## config.mk

```make
export PLATFORM = sky130hd
export DESIGN_NAME = nn_layer_seq
export DESIGN_NICKNAME = d
export VERILOG_FILES = /design/src/rtl/nn_layer_seq.sv
export SDC_FILE = /design/constraint.sdc
export NUM_CORES = 1
export LEC_CHECK = 0
export CORE_UTILIZATION = 38
export DETAILED_ROUTE_END_ITERATION = 8
export GPL_ROUTABILITY_DRIVEN = 1
export PLACE_DENSITY = 0.76
export SLEW_MARGIN = 20
export SYNTH_ARGS = -nofsm -noshare
export SYNTH_HDL_FRONTEND = slang
export SYNTH_SLANG_ARGS = --single-unit
export TNS_END_PERCENT = 50
```

## constraint.sdc

```tcl
create_clock -name clk -period 2.63 [get_ports clk]
set_input_delay 0.526 -clock clk [delete_from_list [all_inputs] [get_ports clk]]
set_output_delay 0.526 -clock clk [all_outputs]
set_load 0.1 [all_outputs]
```

## src/rtl/nn_layer_seq.sv

```systemverilog
// nn_layer_seq: time-multiplexed FP layer engine (bias + sum w*x per neuron, then activation) over MAC/activation handshakes
// Optional NN_LAYER_ZERO_SKIP_EN: elements whose captured x is +/-0 take one cycle without a MAC request.
module nn_layer_seq #(
  parameter int exp_width = 8,
  parameter int mant_width = 24,
  parameter int N_IN = 2,
  parameter int N_OUT = 2,
  parameter int ACT_MODE = 0,
  localparam int DW = exp_width + mant_width
) (
  input  logic                     clk,
  input  logic                     rst_l,
  input  logic [2:0]               round_mode,
  input  logic                     start,
  input  logic [N_IN*DW-1:0]       in_vec,
  input  logic [N_OUT*N_IN*DW-1:0] weights,
  input  logic [N_OUT*DW-1:0]      biases,
  output logic                     mac_req,
  output logic [DW-1:0]            mac_a,
  output logic [DW-1:0]            mac_b,
  output logic [DW-1:0]            mac_c,
  output logic [2:0]               mac_round_mode,
  input  logic                     mac_ack,
  input  logic [DW-1:0]            mac_result,
  output logic                     act_req,
  output logic [DW-1:0]            act_x,
  input  logic                     act_ack,
  input  logic [DW-1:0]            act_y,
  output logic [N_OUT*DW-1:0]      out_vec,
  output logic                     ready,
  output logic                     done
);
  localparam int IW = N_IN > 1 ? $clog2(N_IN) : 1;
  localparam int JW = N_OUT > 1 ? $clog2(N_OUT) : 1;
  typedef enum logic [1:0] {IDLE, MAC, ACT, DONE} st_t;
  st_t st;
  logic [N_IN*DW-1:0] xr;
  logic [N_OUT*N_IN*DW-1:0] wr;
  logic [N_OUT*DW-1:0] br, res;
  logic [DW-1:0] acc, xi, nacc, fin;
  logic [IW-1:0] i;
  logic [JW-1:0] j;
  logic [2:0] rm;
  logic skip, step, adv, last_i, last_j;
  always_comb begin
    xi = xr[i*DW +: DW];
`ifdef NN_LAYER_ZERO_SKIP_EN
    skip = st == MAC && xi[DW-2:0] == '0;
`else
    skip = 1'b0;
`endif
    mac_req = st == MAC && !skip;
    mac_a = wr[(j*N_IN+i)*DW +: DW];
    mac_b = xi;
    mac_c = acc;
    mac_round_mode = rm;
    act_req = ACT_MODE == 0 && st == ACT;
    act_x = acc;
    ready = st == IDLE;
    step = skip || (mac_req && mac_ack);
    nacc = skip ? acc : mac_result;
    fin = ACT_MODE == 2 && nacc[DW-1] ? '0 : nacc;
    last_i = i == IW'(N_IN-1);
    last_j = j == JW'(N_OUT-1);
    adv = (st == MAC && step && last_i && ACT_MODE != 0) || (act_req && act_ack);
  end
  always_ff @(posedge clk or negedge rst_l) begin
    if (!rst_l) begin
      st <= IDLE;
      xr <= '0;
      wr <= '0;
      br <= '0;
      rm <= '0;
      acc <= '0;
      i <= '0;
      j <= '0;
      res <= '0;
      out_vec <= '0;
      done <= 1'b0;
    end else begin
      done <= 1'b0;
      case (st)
        IDLE: if (start) begin
          xr <= in_vec;
          wr <= weights;
          br <= biases;
          rm <= round_mode;
          acc <= biases[DW-1:0];
          i <= '0;
          j <= '0;
          st <= MAC;
        end
        MAC: if (step) begin
          acc <= nacc;
          if (!last_i) i <= i + 1'b1;
          else if (ACT_MODE == 0) st <= ACT;
        end
        DONE: begin
          out_vec <= res;
          done <= 1'b1;
          st <= IDLE;
        end
        default: ;
      endcase
      if (adv) begin
        res[j*DW +: DW] <= st == ACT ? act_y : fin;
        if (last_j) st <= DONE;
        else begin
          j <= j + 1'b1;
          i <= '0;
          acc <= br[(j+1)*DW +: DW];
          st <= MAC;
        end
      end
    end
  end
endmodule

```

==> impl_metrics.ini <==
[clock_network]
cts_resized = 0
clk_path_buf_depth = 3
htree_levels = 2
cts_tree = built
worstSkewPairLatency_ps = 550
numClockSinks = 392
clk_pin_slew_ps = 50
cts_made_buffers = 42
root_buffer = clkbuf_16

[finish]
nNetsFinal = 1975
final_common_cell = dfrtp_1
area_growth_pct = 46.2
layout.filler_cells = 3472
layout-drive-gt1-share_pct = 31.0
final_cell_mix = dfrtp_1, clkdlybuf4s50_1, mux2_1

[logic_synthesis]
netlist_area_um2 = 16600
syn-num-nets = 1473
synth_area_leaders = dfrtp_1, mux2_1, mux2_2
synth_flop_cell = dfrtp_1
ys_types = 28
async_reset_ff_share_pct = 100
synth_area_leader_cell = dfrtp_1
syn_area_per_cell_um2 = 14.5
synthCells = 1145
synth-edff-count = 0
ys_warn_count = 0
ys_ff_latch = 392
synth_top_area_share_pct = 59.0
ys_seq_area_share_pct = 59.0

[sta]
period_needed_ps = 2570
max_slew_margin_pct = 62.5
finalMaxSlewViolations = 0
fmax_mhz = 389
setup_viol = 0
worstMarginPinSlew_ps = 563
final_hold_viol_count = 0
finalClockSkew_ps = 12.2
rsz0062_at_grt = yes
setup_tns_ps = 0
fin_crit_sh_pct = 97.9

[drt]
viasPerCell = 5.10
wl_per_cell_um = 20.7
drtIter0Drc = 597
routed_wl_um = 46800
drtPass1Iterations = 5
via_count = 11500
antenna_left = 0
drc = 0

[job]
max-cap-violations = 0

[global_route]
grt_antenna_before_repair = 3
grt_max_degree = 77
grt_first_pass_wirelength_um = 71900
grt_usage_pct = 20.9
overflow = 0
first_global_vias = 12400

[placement]
dp_hpwl_um = 33600
portBuffers = 526
gp_congestion = 0.848

[die]
io_pins = 527
dieArea_um2 = 44600
rows = 76
start_util_pct = 38.5
die_h_um = 211
die_x_um = 211
fp.coreArea_um2 = 43200

[hold_path]
hold_start = act_ack
hp-class = in2reg

[setup_path]
critPathKind = reg2out
critPathLaunch = i
worstPathRequired_ps = 2100
cp_data_arrival_time_ps = 2050
crit-reg2reg-launch = st[0]
end_kind = output pin
crit_fanout = 10
cp-start-kind = flip-flop

[outcome]
outcome = finished, final reports clean
-- through the flow --
stage,hold WS (ps),cell area [um2],std cells,setup WS (ps),utilization [%]
finish,324,24300,2258,56.4,56.3
detailed placement,452,22900,2181,301,53.1
global placement,446,22900,2181,336,53.1
CTS,283,24300,2257,2.16,56.3
floorplan,230,16600,1145,-30.6,-
global route,301,24300,2258,-22.0,56.3
-- synth_stat cells, drive strengths merged, types with 2 or more instances --
cell type / instances
nand3: 30
dfrtp: 392
buf: 84
a221oi: 2
nor2: 4
a221o: 30
a21oi: 32
o21ai: 5
nand3b: 30
clkbuf: 36
mux2: 355
nor2b: 2
mux2i: 2
mux4: 32
nand2: 68
nand4: 32
-- layer usage --
metal,share of wire (%),global-route usage (%),wire (um),vias up
met3,8.9,7.66,4190,108
met5,0.056,0,26,-
met4,3.5,7.42,1620,4
li1,-,-,-,5126
met1,40,25.9,18600,5829
met2,48,33.6,22400,445
-- flip-flops by register name, indices dropped and copies added, names as in the netlist --
signal	cells
xr	64
i	1
st	2
act_x	32
res	64
out_vec	64
j	1
done	1
wr	128
br	32
mac_round_mode	3
-- path summary, 6_finish.rpt --
kind	to	cells after the start	slack [ps]
worst min register to register	res[12]	2	460
worst max-delay path	mac_a[13]	4	60
min in group asynchronous	wr[5]	2	510
max in group asynchronous	xr[17]	4	1250
worst max register to register	act_x[7]	5	520
worst min-delay path	st[1]	3	320
-- layout make-up --
cell class                      instances  area (um2)  share of cell area [%]
Sequential cell                       392        9820                    40.4
Multi-Input combinational cell        631        6200                    25.5
Clock buffer                           60        1190                    4.89
Clock inverter                          9         151                   0.623
Timing Repair Buffer                  578        6210                    25.5
Inverter                                2        7.51                  0.0309
Tap cell                              585         732                    3.01
Antenna cell                            1        2.50                  0.0103
-- cell families (layout without fill, tap and decap cells) --
logic type / Yosys count / count (layout) / synth area share (%)
compound gates: 70 / 70 / 3.08
buf+inv: 122 / 649 / 3.97
flops: 392 / 392 / 59.0
mux: 389 / 389 / 28.5
other cells: 0 / 1 / 0
simple gates: 172 / 172 / 5.50
-- critical path: stages (launching register included) --
cell and delay (ps):
dfrtp_4 420, buf_12 150, buf_12 160, mux4_2 560, buf_12 190
-- timing repair --
item,in CTS,in global routing
pin swaps,0,0
cloned,0,0
buffers inserted,6,0
setup endpoints to repair,64,9
hold buffers,1,0
hold endpoints to repair,49,0
Power is not shown: default switching activity piles up to over one toggle a cycle in this logic, so the estimate is an artifact.
